--- src/rtl/spi_reg_bridge.sv ---
// SPI mode-0 slave bridging MCU frames onto the video register bus.
// SPI pins are oversampled in clk; one command byte then 32-bit data words.
module spi_reg_bridge #(
    parameter int SYNC_STAGES = 2,
    parameter bit AUTO_INC    = 1'b1
) (
    input  logic        clk,
    input  logic        reset_n,
    input  logic        spi_sck,
    input  logic        spi_cs_n,
    input  logic        spi_mosi,
    output logic        spi_miso,
    output logic        spi_miso_oe,
    output logic [5:0]  reg_addr,
    output logic [31:0] reg_wdata,
    output logic        reg_wstrobe,
    input  logic [31:0] reg_rdata,
    output logic        busy
);

    typedef enum logic [1:0] {IDLE, CMD, DATA} state_t;

    logic [SYNC_STAGES-1:0] sck_sync_q;
    logic [SYNC_STAGES-1:0] cs_sync_q;
    logic [SYNC_STAGES-1:0] mosi_sync_q;
    logic [SYNC_STAGES-1:0] warm_q;

    logic sck_s, cs_s, mosi_s, warm;
    logic sck_d1_q, rise_q, fall_q, cs_d1_q, busy_q;
    logic cs_fall;

    state_t      state_q, state_d;
    logic [2:0]  bit_q, bit_d;
    logic [1:0]  byte_q, byte_d;
    logic [31:0] sh_q, sh_d;
    logic [31:0] tx_q, tx_d;
    logic [31:0] wdata_q, wdata_d;
    logic [5:0]  addr_q, addr_d;
    logic        wr_q, wr_d;
    logic        done_q, done_d;
    logic        wstrobe_q, wstrobe_d;
    logic        adv_q, adv_d;
    logic        ld_q, ld_d;
    logic        miso_q, miso_d;

    assign sck_s  = sck_sync_q[SYNC_STAGES-1];
    assign cs_s   = cs_sync_q[SYNC_STAGES-1];
    assign mosi_s = mosi_sync_q[SYNC_STAGES-1];
    assign warm   = warm_q[SYNC_STAGES-1];

    // CS edges only count once the chain holds a real pin sample,
    // so a CS held low through reset never opens a frame.
    assign cs_fall = warm & cs_d1_q & ~cs_s;

    always_ff @(posedge clk or negedge reset_n) begin
        if (!reset_n) begin
            sck_sync_q  <= '0;
            cs_sync_q   <= '1;
            mosi_sync_q <= '0;
            warm_q      <= '0;
            sck_d1_q    <= 1'b0;
            rise_q      <= 1'b0;
            fall_q      <= 1'b0;
            cs_d1_q     <= 1'b0;
            busy_q      <= 1'b0;
        end else begin
            sck_sync_q  <= {sck_sync_q[SYNC_STAGES-2:0], spi_sck};
            cs_sync_q   <= {cs_sync_q[SYNC_STAGES-2:0], spi_cs_n};
            mosi_sync_q <= {mosi_sync_q[SYNC_STAGES-2:0], spi_mosi};
            warm_q      <= {warm_q[SYNC_STAGES-2:0], 1'b1};
            sck_d1_q    <= sck_s;
            rise_q      <= sck_s & ~sck_d1_q;
            fall_q      <= ~sck_s & sck_d1_q;
            cs_d1_q     <= warm ? cs_s : 1'b0;
            busy_q      <= ~cs_s;
        end
    end

    always_ff @(posedge clk or negedge reset_n) begin
        if (!reset_n) begin
            state_q   <= IDLE;
            bit_q     <= '0;
            byte_q    <= '0;
            sh_q      <= '0;
            tx_q      <= '0;
            wdata_q   <= '0;
            addr_q    <= '0;
            wr_q      <= 1'b0;
            done_q    <= 1'b0;
            wstrobe_q <= 1'b0;
            adv_q     <= 1'b0;
            ld_q      <= 1'b0;
            miso_q    <= 1'b0;
        end else begin
            state_q   <= state_d;
            bit_q     <= bit_d;
            byte_q    <= byte_d;
            sh_q      <= sh_d;
            tx_q      <= tx_d;
            wdata_q   <= wdata_d;
            addr_q    <= addr_d;
            wr_q      <= wr_d;
            done_q    <= done_d;
            wstrobe_q <= wstrobe_d;
            adv_q     <= adv_d;
            ld_q      <= ld_d;
            miso_q    <= miso_d;
        end
    end

    always_comb begin
        state_d   = state_q;
        bit_d     = bit_q;
        byte_d    = byte_q;
        sh_d      = sh_q;
        tx_d      = tx_q;
        wdata_d   = wdata_q;
        addr_d    = addr_q;
        wr_d      = wr_q;
        done_d    = 1'b0;
        wstrobe_d = done_q & wr_q;
        adv_d     = done_q;
        ld_d      = 1'b0;
        miso_d    = miso_q;

        // Word pipeline: done -> strobe -> address advance -> TX reload.
        if (done_q && wr_q) begin
            wdata_d = sh_q;
        end
        if (adv_q) begin
            if (AUTO_INC) begin
                addr_d = addr_q + 6'd4;
            end
            ld_d = ~wr_q;
        end
        if (ld_q) begin
            tx_d = reg_rdata;
        end

        if (cs_s) begin
            state_d = IDLE;
            bit_d   = '0;
            byte_d  = '0;
            miso_d  = 1'b0;
        end else begin
            unique case (state_q)
                IDLE: begin
                    if (cs_fall) begin
                        state_d = CMD;
                        bit_d   = '0;
                        byte_d  = '0;
                    end
                end
                CMD: begin
                    if (rise_q) begin
                        sh_d  = {sh_q[30:0], mosi_s};
                        bit_d = bit_q + 3'd1;
                        if (bit_q == 3'd7) begin
                            wr_d    = sh_q[6];
                            addr_d  = {sh_q[4:1], 2'b00};
                            ld_d    = ~sh_q[6];
                            byte_d  = '0;
                            state_d = DATA;
                        end
                    end
                end
                DATA: begin
                    if (rise_q) begin
                        sh_d  = {sh_q[30:0], mosi_s};
                        bit_d = bit_q + 3'd1;
                        if (bit_q == 3'd7) begin
                            byte_d = byte_q + 2'd1;
                            if (byte_q == 2'd3) begin
                                done_d = 1'b1;
                            end
                        end
                    end
                    if (fall_q && !wr_q) begin
                        miso_d = tx_q[31];
                        tx_d   = {tx_q[30:0], 1'b0};
                    end
                end
                default: state_d = IDLE;
            endcase
        end
    end

    assign spi_miso_oe = (state_q == DATA) & ~wr_q;
    assign spi_miso    = miso_q & spi_miso_oe;
    assign reg_addr    = addr_q;
    assign reg_wdata   = wdata_q;
    assign reg_wstrobe = wstrobe_q;
    assign busy        = busy_q;

endmodule

--- config.mk ---
export PLATFORM = sky130hd
export DESIGN_NAME = spi_reg_bridge
export DESIGN_NICKNAME = d
export VERILOG_FILES = /design/src/rtl/spi_reg_bridge.sv
export SDC_FILE = /design/constraint.sdc
export NUM_CORES = 1
export LEC_CHECK = 0
export BUFFER_PORTS_ARGS = -buffer_cell sky130_fd_sc_hd__buf_2
export CAP_MARGIN = 20
export CORE_MARGIN = 3
export CORE_UTILIZATION = 40
export DETAILED_ROUTE_END_ITERATION = 12
export PLACE_DENSITY_LB_ADDON = 0.2
export SETUP_SLACK_MARGIN = 0.05
export SYNTH_ARGS = -nofsm -noshare
export SYNTH_HDL_FRONTEND = slang
export SYNTH_SLANG_ARGS = --single-unit
--- constraint.sdc ---
create_clock -name clk -period 3.6 [get_ports clk]
set_input_delay 0.72 -clock clk [delete_from_list [all_inputs] [get_ports clk]]
set_output_delay 0.72 -clock clk [all_outputs]
set_load 0.005 [all_outputs]
# ---- Word-level counts from Yosys, hierarchy flattened
# Cells that the tools add are included.
dict set report word_totals {
  reg_bits 128
  elab_cells 102
}
dict set report classes {
  addsub 3
  eq_ne 11
  n_mux 39
  bitwise 12
  reduce_logical 15
}
# cell n
set op_table {}
lappend op_table {{$mux W32} 4}
lappend op_table {{$mux W6} 5}
lappend op_table {{$mux W2} 10}
lappend op_table {{$ne A3 B3 Y1 const B} 5}
lappend op_table {{$mux W1} 14}
lappend op_table {{$pmux W2 S3} 2}
lappend op_table {{$mux W3} 3}
lappend op_table {{$reduce_and A4 Y1} 2}
lappend op_table {{$and A1 B1 Y1} 7}
lappend op_table {{$add A6 B3 Y6 const B} 1}
lappend op_table {{$pmux W3 S2} 1}
lappend op_table {{$reduce_and A3 Y1} 2}
lappend op_table {{$reduce_and A6 Y1} 1}
lappend op_table {{$not A1 Y1} 5}
lappend op_table {{$eq A2 B2 Y1 const B} 2}
lappend op_table {{$reduce_bool A2 Y1} 2}
lappend op_table {{$reduce_bool A4 Y1} 1}
lappend op_table {{$add A3 B1 Y3 const B} 1}
lappend op_table {{$eq A3 B3 Y1 const B} 1}
lappend op_table {{$ne A3 B1 Y1 const B} 1}
lappend op_table {{$reduce_bool A3 Y1} 1}
lappend op_table {{$add A2 B1 Y2 const B} 1}
lappend op_table {{$eq A2 B1 Y1 const B} 1}
lappend op_table {{$logic_and A1 B1 Y1} 2}
lappend op_table {{5 further kinds} 5}

# ---- Depth between registers and ports, before layout
dict set report logic_depth {
  ltp_word 6
  depth_mapped 7
}

# ---- Least setup slack after synthesis
# No wires, ideal clock.
dict set report synth_path {
  path_type {reg2out}
  start {register state_q[0]}
  end {output spi_miso}
  arrival_time_ns 1.034
  required_time_ns 2.880
  setup_slack_ns 1.846
  stages_incl_launch_ff 5
  path_buffers 0
  path_cell_list {dfrtp_1 -> inv_1 -> ha_1 -> nor2b_1 -> and2_1}
}
dict set report synth_between {
  elab_chain_len 3
}
# item line
set synth_rtl {}
lappend synth_rtl {{from (decl)} 32} ;# state_t state_q, state_d;
lappend synth_rtl {{from (signal assigned)} 95} ;# state_q <= state_d;
lappend synth_rtl {{$eq A2 B2 Y1} 188} ;# assign spi_miso_oe = (state_q == DATA) & ~wr_q;
lappend synth_rtl {{$and A1 B1 Y1} 188}
lappend synth_rtl {{via spi_miso_oe} 13} ;# output logic spi_miso_oe,
lappend synth_rtl {{$and A1 B1 Y1} 189} ;# assign spi_miso = miso_q & spi_miso_oe;
lappend synth_rtl {{to (decl)} 12} ;# output logic spi_miso,
# The timed path passes the listed nets, and every way through them passes these cells.

# ---- Final worst setup path
dict set report layout_path {
  start {register state_q[0]}
  end {output spi_miso}
}
dict set report layout_between {
  elab_chain_len 3
}
# item line
set layout_rtl {}
lappend layout_rtl {{$eq A2 B2 Y1} 188}
lappend layout_rtl {{$and A1 B1 Y1} 188}
lappend layout_rtl {{$and A1 B1 Y1} 189}
# No other way between the ends.

==> results.json <==
{
  "run_status": "finished, final reports clean",
  "fp-row-count": 41,
  "placement.io_buffers": 76,
  "timing.final.setup_violations": 0,
  "tritoncts_clock_tree": "yes",
  "postPlaceCellArea_um2": 5872,
  "detail_route.iter0.violations": 142,
  "pin_count_of_the_biggest_net_entering_global_routing": 63,
  "timing.critical_path.arrival_ps": 1600,
  "numCtsBuffers": 17,
  "worst_path_max_delay_cell": "sky130_fd_sc_hd__dfrtp_1",
  "timing.slew.headroom_pct": 37.94,
  "worst_hold_path_type": "in2async",
  "drt-wirelength-per-cell_um": 14.26,
  "number_of_flops_mapped_to_enable_cells_by_yosys": 0,
  "clk_pin_slew_ps": 50,
  "cap_viol_max_count": 0,
  "power.switching_fraction_pct": 23.13,
  "routed_via_density": 4.748,
  "final.fill_count": 1185,
  "final_critical_path_setup_slack_ps": 1281,
  "critical_path_class": "reg2out",
  "ys_ff_latch": 126,
  "startpoint_type": "register",
  "yosys.area_share.simple_pct": 5.886,
  "ant_nets": 0,
  "area_delta_synth_final_pct": 18.63,
  "ratio_of_cells_with_drive_above_1_in_the_final_layout_pct": 44.49,
  "synth.area.top_cells": "sky130_fd_sc_hd__dfrtp_1 (57%), sky130_fd_sc_hd__mux2_4 (8.3%), sky130_fd_sc_hd__mux2i_1 (7.6%)",
  "num_antenna_cells": 0,
  "asyncSetResetFlopFracSynth_pct": 100.0,
  "synthDistinctLibCells": 37,
  "design.portCount": 79,
  "yosysWarnings": 0,
  "detailedRoute.firstPassIterationCount": 4,
  "timing.final.crit_share_pct": 64.41,
  "globalRouteTotalUtil_pct": 13.34,
  "timing_max_transition_violations_final": 0,
  "final_hold_viol_count": 0,
  "tightestPinTransition_ps": 930.8,
  "synth_compound_area_share_pct": 6.071,
  "buffers_inverters_on_critical_path": 2,
  "initial_core_util_pct": 41.93,
  "power_per_cell_area_nw_per_um2": 566.8,
  "clockRootBuffer": "sky130_fd_sc_hd__clkbuf_16",
  "rsz_0062_raised_after_global_routing": "false",
  "final_period_minus_worst_setup_slack_ps": 2319,
  "nNetsFinal": 505,
  "worstPathCellList": "inv_1, ha_1, nor2b_1, and2_1, buf_2",
  "fp.dieH_um": 122.4,
  "syn_avg_cell_area_um2": 14.26,
  "largest_family_of_logic_cells_by_synthesized_area": "multiplexers",
  "synth_area_um2": 5420,
  "power.share.combinational_pct": 10.7,
  "grt.overflow.total": 0,
  "irDropWorstVdd_mv": 0.2938,
  "synth_cells": 380,
  "worst_clock_skew_ps": 6.791,
  "worstSetupStartpoint": "state_q[0]$_DFFE_PN0P_",
  "clock_latency_ps": 410,
  "count_of_vias_placed_by_the_detailed_router": 3058,
  "drt-total-wl_um": 9184,
  "fp.dieArea_um2": 14980,
  "area_share_of_the_largest_cell_type_after_synthesis_pct": 57.25,
  "yosys.area_share.adder_pct": 1.847,
  "cp.required_ps": 2880,
  "yosys.area.top_type": "sky130_fd_sc_hd__dfrtp_1",
  "setup_tns_ps": 0,
  "internal-power_mw": 2.801,
  "finish.instance_area_um2": 6430,
  "cpPeakStageDelay_ps": 390,
  "timing.critical_path.max_delay_family": "flip-flops",
  "first_pass_grt_wire_length_um": 15280,
  "fin_util_pct": 49.74,
  "cts_resized": 0,
  "yosys.area_share.xor_xnor_pct": 0.4848,
  "cts-htree-levels": 4,
  "power_mw": 3.645,
  "cts_post_setup_buffers_inserted": 0,
  "setup.worst_path.end_class": "primary output",
  "tritoncts_num_sinks": 126,
  "dp_slack_ps": 1427,
  "grt_pass1_vias": 3046,
  "regToRegStartpoint": "state_q[0]$_DFFE_PN0P_",
  "switching_power_of_the_nets_mw": 0.8431,
  "postSynth.topFlopCell": "sky130_fd_sc_hd__dfrtp_1",
  "grt_antenna_before_repair": 0,
  "share_clk_of_total_power_pct": 44.2,
  "max-clock-path-buffers": 2,
  "place_congestion": 0.7643,
  "synth_sequential_area_ratio_pct": 58.22,
  "power.leakage_nw": 3.148,
  "cts_hold_buffers": 0,
  "remaining_drc_errors": 0,
  "die-width_um": 122.4,
  "placeableCoreArea_um2": 12930,
  "synth.area.mux_share_pct": 23.36,
  "place.detailed.hpwl_um": 6082,
  "crit_path_max_fanout": 7,
  "sequentialPowerShare_pct": 45.1,
  "maximum_clock_frequency_mhz": 431.3
}
==> logic make-up (layout without fill, tap and decap cells) <==
| family | after synthesis | in the layout |
|---|---|---|
| AOI/OAI and AO/OA | 41 | 41 |
| xor gates and xnor gates | 3 | 3 |
| adders and majority gates | 8 | 8 |
| buffers and inverters | 26 | 117 |
| DFF | 126 | 126 |
| muxes | 107 | 107 |
| other | 2 | 3 |
| and+or+nand+nor | 67 | 67 |
==> placed cells by master (no fill, tap or decap), types with 2 or more instances in the layout <==
cell and count:
sky130_fd_sc_hd__dfstp_2 2, sky130_fd_sc_hd__a21oi_1 4, sky130_fd_sc_hd__dfrtp_1 123, sky130_fd_sc_hd__xor2_1 2, sky130_fd_sc_hd__nor2_1 7, sky130_fd_sc_hd__conb_1 3, sky130_fd_sc_hd__clkbuf_8 2, sky130_fd_sc_hd__mux2_4 30
sky130_fd_sc_hd__o21ai_0 3, sky130_fd_sc_hd__bufinv_16 2, sky130_fd_sc_hd__ha_1 8, sky130_fd_sc_hd__nor2b_1 4, sky130_fd_sc_hd__clkbuf_16 17, sky130_fd_sc_hd__mux2_2 36, sky130_fd_sc_hd__o21ai_2 28, sky130_fd_sc_hd__and2_1 2
sky130_fd_sc_hd__buf_2 75, sky130_fd_sc_hd__clkinv_2 6, sky130_fd_sc_hd__nand2_1 44, sky130_fd_sc_hd__clkbuf_1 4, sky130_fd_sc_hd__inv_1 5, sky130_fd_sc_hd__mux2i_1 41, sky130_fd_sc_hd__buf_4 4, sky130_fd_sc_hd__nand3b_1 2
==> registers in the layout (all words and copies together), names as in the netlist, 2 cells and up <==
name         cells
cs_sync_q        2
reg_wdata       32
sh_q            32
warm_q           2
sck_sync_q       2
bit_q            3
state_q          2
reg_addr         4
byte_q           2
tx_q            32
mosi_sync_q      2
==> final cells by class <==
class | count | area (um2) | area share (%)
multi-input combinational | 229 | 2052 | 31.91
inverter | 6 | 22.52 | 0.3503
clock inverter | 8 | 90.09 | 1.401
clock buffer | 23 | 467.9 | 7.278
tap | 172 | 215.2 | 3.347
timing repair buffer | 80 | 425.4 | 6.616
sequential | 126 | 3157 | 49.10
==> path summary, 6_finish.rpt <==
kind	end	cells past startpoint	slack, ps
setup reg to reg	tx_q[14]$_DFF_PN0_	6	1450
max in group asynchronous	reg_wdata[4]$_DFFE_PN0P_	2	2570
min in group clk	sck_sync_q[1]$_DFF_PN0_	0	350
setup / recovery	spi_miso	5	1280
hold / removal	tx_q[18]$_DFF_PN0_	1	250
hold reg to reg	sck_sync_q[1]$_DFF_PN0_	0	350
==> power by group through the flow <==
stage	combinational (mW)	clock [mW]	sequential, mW
floorplan	0.312	0	1.65
global placement	0.385	0	1.67
detailed placement	0.398	0	1.67
CTS	0.399	1.65	1.64
global route	0.441	1.71	1.66
finish	0.389	1.61	1.64
==> worst register-to-register path, stage by stage, from the launching register on <==
cell	delay [ps]
sky130_fd_sc_hd__dfrtp_1	390
sky130_fd_sc_hd__inv_1	120
sky130_fd_sc_hd__ha_1	260
sky130_fd_sc_hd__and4bb_2	490
sky130_fd_sc_hd__buf_4	570
sky130_fd_sc_hd__nand2_1	170
sky130_fd_sc_hd__o21ai_2	80
==> layer usage <==
metal  part of all wire (%)  vias to the layer above  global-route usage [%]
met5                      0                        -                       0
met4                    1.6                        0                   6.928
met3                    5.1                       11                   4.101
met2                     46                       62                   19.17
met1                     48                     1507                   18.19
li1                       -                     1478                       -
==> synthesized netlist by cell type, drive strengths merged (5+ instances only) <==
cell type and number:
nor2b 5, nor2 7, o21ai 32, mux2i 41, inv 6, nand2 45
buf 20, a21oi 5, mux2 66, ha 8, dfrtp 124
==> per-stage QoR <==
step                hold WS (ps)  std cells
floorplan                  331.2        381
finish                     249.0        644
global route               261.0        644
detailed placement         338.1        613
CTS                        242.4        644
global placement           332.9        613
Note: power is estimated with default switching activity, not from simulation.
